--- config.mk ---
export PLATFORM = sky130hd
export DESIGN_NAME = mix_columns_engine
export DESIGN_NICKNAME = d
export VERILOG_FILES = /design/src/rtl/mix_columns_engine.sv
export SDC_FILE = /design/constraint.sdc
export NUM_CORES = 1
export LEC_CHECK = 0
export ABC_AREA = 1
export BUFFER_PORTS_ARGS = -buffer_cell sky130_fd_sc_hd__buf_4
export CORE_ASPECT_RATIO = 1.4
export CORE_UTILIZATION = 61
export DETAILED_ROUTE_END_ITERATION = 16
export PLACE_DENSITY = 0.93
export SLEW_MARGIN = 0
export SYNTH_ARGS = -nofsm -noshare
export SYNTH_HDL_FRONTEND = slang
export SYNTH_SLANG_ARGS = --single-unit
export TNS_END_PERCENT = 1
--- constraint.sdc ---
create_clock -name clk -period 2 [get_ports clk]
set_clock_uncertainty 0.1 [all_clocks]
set_input_delay 0.4 -clock clk [delete_from_list [all_inputs] [get_ports clk]]
set_output_delay 0.4 -clock clk [all_outputs]
set_load 0.02 [all_outputs]
--- src/rtl/mix_columns_engine.sv ---
// Sequential AES MixColumns / InvMixColumns engine over a 128-bit column-major state.
// Transforms COLS_PER_CYCLE columns per clock in place, with valid/ready on both sides.
module mix_columns_engine #(
  parameter int COLS_PER_CYCLE = 1
) (
  input  logic         clk,
  input  logic         rst,
  input  logic         in_valid,
  output logic         in_ready,
  input  logic [127:0] in_data,
  input  logic         in_inv,
  output logic         out_valid,
  input  logic         out_ready,
  output logic [127:0] out_data,
  output logic         busy
);

  localparam int N_STEPS = 4 / ((COLS_PER_CYCLE > 0) ? COLS_PER_CYCLE : 1);
  localparam logic [1:0] LAST_STEP = 2'(N_STEPS - 1);

  if (!(COLS_PER_CYCLE == 1 || COLS_PER_CYCLE == 2 || COLS_PER_CYCLE == 4)) begin : g_bad_cols
    $error("mix_columns_engine: COLS_PER_CYCLE must be 1, 2 or 4");
  end

  typedef enum logic [1:0] {IDLE = 2'd0, BUSY = 2'd1, DONE = 2'd2} state_t;

  state_t       state_q, state_d;
  logic [127:0] work_q, work_d;
  logic         mode_q, mode_d;
  logic [1:0]   step_q, step_d;
  logic         accept_s;

  function automatic logic [7:0] xtime(input logic [7:0] a);
    xtime = {a[6:0], 1'b0} ^ (a[7] ? 8'h1b : 8'h00);
  endfunction

  function automatic logic [7:0] mul2(input logic [7:0] a);
    mul2 = xtime(a);
  endfunction

  function automatic logic [7:0] mul3(input logic [7:0] a);
    mul3 = xtime(a) ^ a;
  endfunction

  // The inverse coefficients are sums of a, 2a, 4a and 8a from one xtime chain.
  function automatic logic [7:0] mul9(input logic [7:0] a);
    mul9 = xtime(xtime(xtime(a))) ^ a;
  endfunction

  function automatic logic [7:0] mulb(input logic [7:0] a);
    mulb = xtime(xtime(xtime(a))) ^ xtime(a) ^ a;
  endfunction

  function automatic logic [7:0] muld(input logic [7:0] a);
    muld = xtime(xtime(xtime(a))) ^ xtime(xtime(a)) ^ a;
  endfunction

  function automatic logic [7:0] mule(input logic [7:0] a);
    mule = xtime(xtime(xtime(a))) ^ xtime(xtime(a)) ^ xtime(a);
  endfunction

  function automatic logic [31:0] mix_col(input logic [31:0] col, input logic inv);
    logic [7:0] s0, s1, s2, s3;
    s0 = col[31:24];
    s1 = col[23:16];
    s2 = col[15:8];
    s3 = col[7:0];
    if (inv) begin
      mix_col = {mule(s0) ^ mulb(s1) ^ muld(s2) ^ mul9(s3),
                 mul9(s0) ^ mule(s1) ^ mulb(s2) ^ muld(s3),
                 muld(s0) ^ mul9(s1) ^ mule(s2) ^ mulb(s3),
                 mulb(s0) ^ muld(s1) ^ mul9(s2) ^ mule(s3)};
    end else begin
      mix_col = {mul2(s0) ^ mul3(s1) ^ s2 ^ s3,
                 s0 ^ mul2(s1) ^ mul3(s2) ^ s3,
                 s0 ^ s1 ^ mul2(s2) ^ mul3(s3),
                 mul3(s0) ^ s1 ^ s2 ^ mul2(s3)};
    end
  endfunction

  assign in_ready  = (state_q == IDLE) || ((state_q == DONE) && out_ready);
  assign accept_s  = in_valid && in_ready;
  assign out_valid = (state_q == DONE);
  assign busy      = (state_q == BUSY);
  assign out_data  = work_q;

  // State register, work register, latched mode and step counter
  always_ff @(posedge clk) begin
    if (rst) begin
      state_q <= IDLE;
      work_q  <= 128'd0;
      mode_q  <= 1'b0;
      step_q  <= 2'd0;
    end else begin
      state_q <= state_d;
      work_q  <= work_d;
      mode_q  <= mode_d;
      step_q  <= step_d;
    end
  end

  // Next-state logic: acceptance, per-step column transform, output handshake
  always_comb begin
    state_d = state_q;
    work_d  = work_q;
    mode_d  = mode_q;
    step_d  = step_q;
    case (state_q)
      IDLE, DONE: begin
        if (accept_s) begin
          work_d  = in_data;
          mode_d  = in_inv;
          step_d  = 2'd0;
          state_d = BUSY;
        end else if (state_q == DONE && out_ready) begin
          state_d = IDLE;
        end else begin
          state_d = state_q;
        end
      end
      BUSY: begin
        // Each column reads only its own pre-step bytes, so in-place update is safe.
        for (int c = 0; c < 4; c++) begin
          if ((c / COLS_PER_CYCLE) == int'(step_q)) begin
            work_d[127-32*c -: 32] = mix_col(work_q[127-32*c -: 32], mode_q);
          end else begin
            work_d[127-32*c -: 32] = work_q[127-32*c -: 32];
          end
        end
        if (step_q == LAST_STEP) begin
          step_d  = 2'd0;
          state_d = DONE;
        end else begin
          step_d  = step_q + 2'd1;
          state_d = BUSY;
        end
      end
      default: begin
        state_d = IDLE;
        step_d  = 2'd0;
      end
    endcase
  end

endmodule

==> metrics.txt, run 1 <==
run status did not finish; stage reached global routing; First Error [ERROR GRT-0116] Global routing finished with congestion. Check the congestion regions in the DRC Viewer.; Syn Area/Cell 5.854 sq um; Initial Util 0.6170; Distinct cells, synth 45; Overflow after GRT 239; Clock Path Buffers 2; largest net degree at the start of global routing 65; first-pass GRT wire length 256.3 mm; PortBufs 263; Total GRT Usage 0.7699; DIE HEIGHT 243.2 microns; number of global-route vias before repair 41,293; pre-CTS setup slack -0.2024 ns; clk root buf clkbuf_16; hpwl dp 84.61 mm; sequential area share after synthesis 0.1051; Sink Count 133; Top Ports 264; Gate Count Post-Synth 4,329; Die Width 174.3 microns; routability cong. 1.132; yosys warns 0; H-tree lvl count 4; Netlist Area Pre-Place 0.02534 sq mm; Yosys reg bits 133; syn_nets 4,466; Site Rows 88; CTS buffer count 17
[synthesized netlist by cell type, drive strengths merged]
| cell type | number | share of area |
|---|---|---|
| nand2b | 1 | 0.00025 |
| nor2 | 81 | 0.012 |
| and2 | 1 | 0.00025 |
| clkbuf | 77 | 0.012 |
| nand4 | 5 | 0.0012 |
| dfxtp | 133 | 0.11 |
| o211ai | 8 | 0.0024 |
| a31oi | 10 | 0.0025 |
| nor3 | 2 | 0.00040 |
| dlygate4sd1 | 1 | 0.00035 |
| buf | 141 | 0.035 |
| a21oi | 243 | 0.048 |
| a211oi | 1 | 0.00030 |
| xnor2 | 318 | 0.11 |
| ha | 4 | 0.0020 |
| o21a | 1 | 0.00030 |
| a21o | 1 | 0.00030 |
| nand2 | 1666 | 0.26 |
| or2 | 69 | 0.017 |
| o21bai | 12 | 0.0036 |
| inv | 404 | 0.060 |
| nand3 | 275 | 0.055 |
| clkinv | 4 | 0.00059 |
| o21ai | 244 | 0.048 |
| o22ai | 3 | 0.00074 |
| xor2 | 606 | 0.22 |
| nand3b | 18 | 0.0053 |
[per-stage QoR]
stage	hold slack, ns	instances	area, sq um
2_1_floorplan	0.3691	4329	25340
4_1_cts	0.06682	5608	33790
3_3_place_gp	0.4115	5551	31950
3_5_place_dp	0.4123	5551	31950
[kinds of logic after synthesis]
| logic type | after synthesis | share of synthesized area |
|---|---|---|
| AND/OR/NAND/NOR | 2118 | 0.3467 |
| AO/OA/AOI/OAI | 523 | 0.1064 |
| buffers and inverters | 627 | 0.1084 |
| adder cells (fa/ha/maj) | 4 | 0.001975 |
| XOR/XNOR | 924 | 0.3315 |
| flip-flops | 133 | 0.1051 |
[what timing repair did]
| item | 4_1_cts |
|---|---|
| endpoints found under the hold margin | 2 |
| hold buffers | 1 |
| gates resized for setup | 241 |
| setup endpoints to repair | 118 |
| cloned | 1 |
| pin swaps | 35 |
| buffers inserted | 23 |
[routing by layer]
metal | GRT overflow | GRT usage
met5 | 2 | 0.2037
met4 | 88 | 0.7296
met3 | 6 | 0.6375
met2 | 136 | 0.9372
met1 | 7 | 0.7760
==> inputs of run 2 (changes only) <==
Settings changed: CORE_ASPECT_RATIO 1.4 to not set, CORE_UTILIZATION 61 to 40, PLACE_DENSITY 0.93 to not set, PLACE_DENSITY_LB_ADDON set to 0.15.
==> run 2 against run 1 <==
  * The flow now finishes, with violations (negative setup slack)
  * Synthesized cell count is the same
  * Synthesized area is the same
==> metrics.txt, run 2 <==
Syn Area/Cell 5.854 sq um; hold endpoint state_q[0]; sw frac 0.5090; final period utilization 1.025; Internal 17.33 mW; setup TNS -0.3501 ns; Crit Reg-Reg Startpoint out_data[61]; R2R setup slack -0.05 ns; critical path launch point type register; initial antenna violation count 1; commonest non-fill, non-tap cell in the layout nand2_1; hpwl dp 86.97 mm; # nets final 5,370; Iteration-0 DRC Markers 2,571; CTS tree built; DIE HEIGHT 253.7 microns; WP data arrival 2.39 ns; hold path cells 2; RSZ-0062 raised after global routing yes; top cells by count, synth nand2_1, xor2_1, inv_1; Initial Util 0.4076; Max Clock Freq 487.8 MHz; Clock Path Buffers 2; syn_nets 4,466; maxcap violations 0; DRC 0; Flop pwr share 0.099; clock slew at reported path FFs 0.07 ns; Netlist Area Pre-Place 0.02534 sq mm; leakage 18.92 nW; Antenna Nets Post-Route 0; Power per Cell Area 960.2 mW/mm^2; largest net degree at the start of global routing 86; first-pass GRT wire length 161.1 mm; min-delay src rst; Largest register FFs 128; number of global-route vias before repair 27,155; P&R area growth vs syn 45.09%; most common flop cell mapped by yosys dfxtp_1; Final WS setup -0.04996 ns; Synth area leader nand2_1; Comb pwr share 0.793; Via density 4.965; most instantiated library cell after synthesis nand2_1; Site Rows 91; design area 0.03677 sq mm; sequential area share after synthesis 0.1051; total routed wirelength 109.3 mm; met3 Use GR 0.04036; commonest cells after routing, fill and taps aside nand2_1, buf_4, xor2_1; die area 0.06436 sq mm; Sink Count 133; Yosys reg bits 133; drt wl/cell 17.97 microns; core region area 0.06217 sq mm; NetSw 17.97 mW; Max rail drop VDD 0.0006691 V; Hold Vio Cnt, Final 0; run status finished, violations left; R2R Path End out_data[57]; PortBufs 263; Post-synth EDFFs 0; largest cells by area after synthesis nand2_1, xor2_1, xnor2_1, dfxtp_1, inv_1; met1 track demand over resource 0.4628; Final Setup Violations 19; Post-synth ARST share 0; Crit Path Max Fanout 6; failing checks negative setup slack; clk root buf clkbuf_16; Most Used Layer, Global Route met2; Non-Filler Instances 6,084; Cells after DPL 6,035; Worst Path Required 2.34 ns; met2 usage 0.5227; Synth top area share 0.2367; type of the tightest min-delay check input port to register; H-tree lvl count 4; Overflow after GRT 0; count of hold buffers inserted by post-cts repair 0; clock share of power 0.108; placed instance area 0.03391 sq mm; Gate Count Post-Synth 4,329; Distinct cells, synth 45; yosys warns 0; critical path type register to register; drt pass-1 iters 6; fin. max-slew vios 0; Fin Hold WS 0.03412 ns; worst rel slew slack 0.6633; worst slew pin tran 0.5051 ns; Pwr Total 35.30 mW; Total GRT Usage 0.3305; routability cong. 0.9820; CTS buffer count 17; Top Ports 264; post-layout min period 2.050 ns; routed via count 30,207; worst r2r path cells 13; Worst-Skew Late Latency 0.52 ns; share of cells above drive strength 1 0.3311; Die Width 253.7 microns; crit path capture type register
==> run 2: cell counts after synthesis <==
No cell type changed its count.
==> run 2: layout make-up <==
cell class	count	area [sq um]
Antenna cell	1	2.502
Clock buffer	23	488.0
Clock inverter	9	147.6
Fill cell	6207	25400
Inverter	408	1574
Multi-Input combinational cell	3569	21700
Sequential cell	133	2833
Tap cell	837	1047
Timing Repair Buffer	1104	8972
==> run 2: routing by layer <==
layer,vias up,share of wire
li1,15031,-
met1,13899,0.45
met2,1121,0.45
met3,156,0.070
met4,0,0.028
met5,-,0
==> run 2: per-stage QoR <==
stage               worst slack [ns]  utilization
floorplan                   -0.01310            -
global placement             -0.3015       0.5455
detailed placement           -0.3109       0.5455
CTS                         -0.04757       0.5666
global route                 -0.1852       0.5914
finish                      -0.04996       0.5914
==> run 2: worst max-delay path: stages, from the launching register on <==
cell and delay (ns):
dfxtp_2 0.33, buf_4 0.14, buf_8 0.15, xnor2_1 0.22
buf_4 0.16, xor2_1 0.18, inv_1 0.07, nand2_1 0.07
nand2_1 0.05, nand2_1 0.05, nand3_1 0.14, nand2_2 0.15
nand2_1 0.06, a21oi_1 0.11
==> run 2: how the worst max path moves through the flow <==
stage                             start            end  slack, ns  cells past startpoint
after floorplan            out_data[15]   out_data[22]      -0.01                     12
after global placement    out_data[119]  out_data[115]      -0.30                     15
after detailed placement  out_data[119]  out_data[115]      -0.31                     15
after CTS                  out_data[47]   out_data[59]      -0.05                     15
after global routing       out_data[61]   out_data[57]      -0.19                     13
final                      out_data[61]   out_data[57]      -0.05                     13
==> run 2: cells by family (layout without fill, tap and decap cells) <==
kind of cell	after synthesis	after routing	share of synthesized area
other cells	0	1	0
fa+ha+maj	4	4	0.001975
buf+inv	627	1544	0.1084
simple gates	2118	2118	0.3467
flops	133	133	0.1051
xor+xnor	924	924	0.3315
compound gates	523	523	0.1064
==> run 2: timing repair <==
item	4_1_cts	5_1_grt
buffers inserted	4	11
pin swaps	14	86
endpoints found under the setup margin	116	127
cloned	1	0
resized for setup	164	354
==> run 2: power groups by stage <==
stage / registers (mW) / clock network [mW] / logic [mW]
finish: 3.49 / 3.82 / 28.0
detailed placement: 3.46 / 0 / 25.9
global route: 3.53 / 3.93 / 30.6
floorplan: 3.60 / 0 / 16.3
global placement: 3.46 / 0 / 25.7
CTS: 3.43 / 3.88 / 26.5
Note: power is estimated with default switching activity, not from simulation.
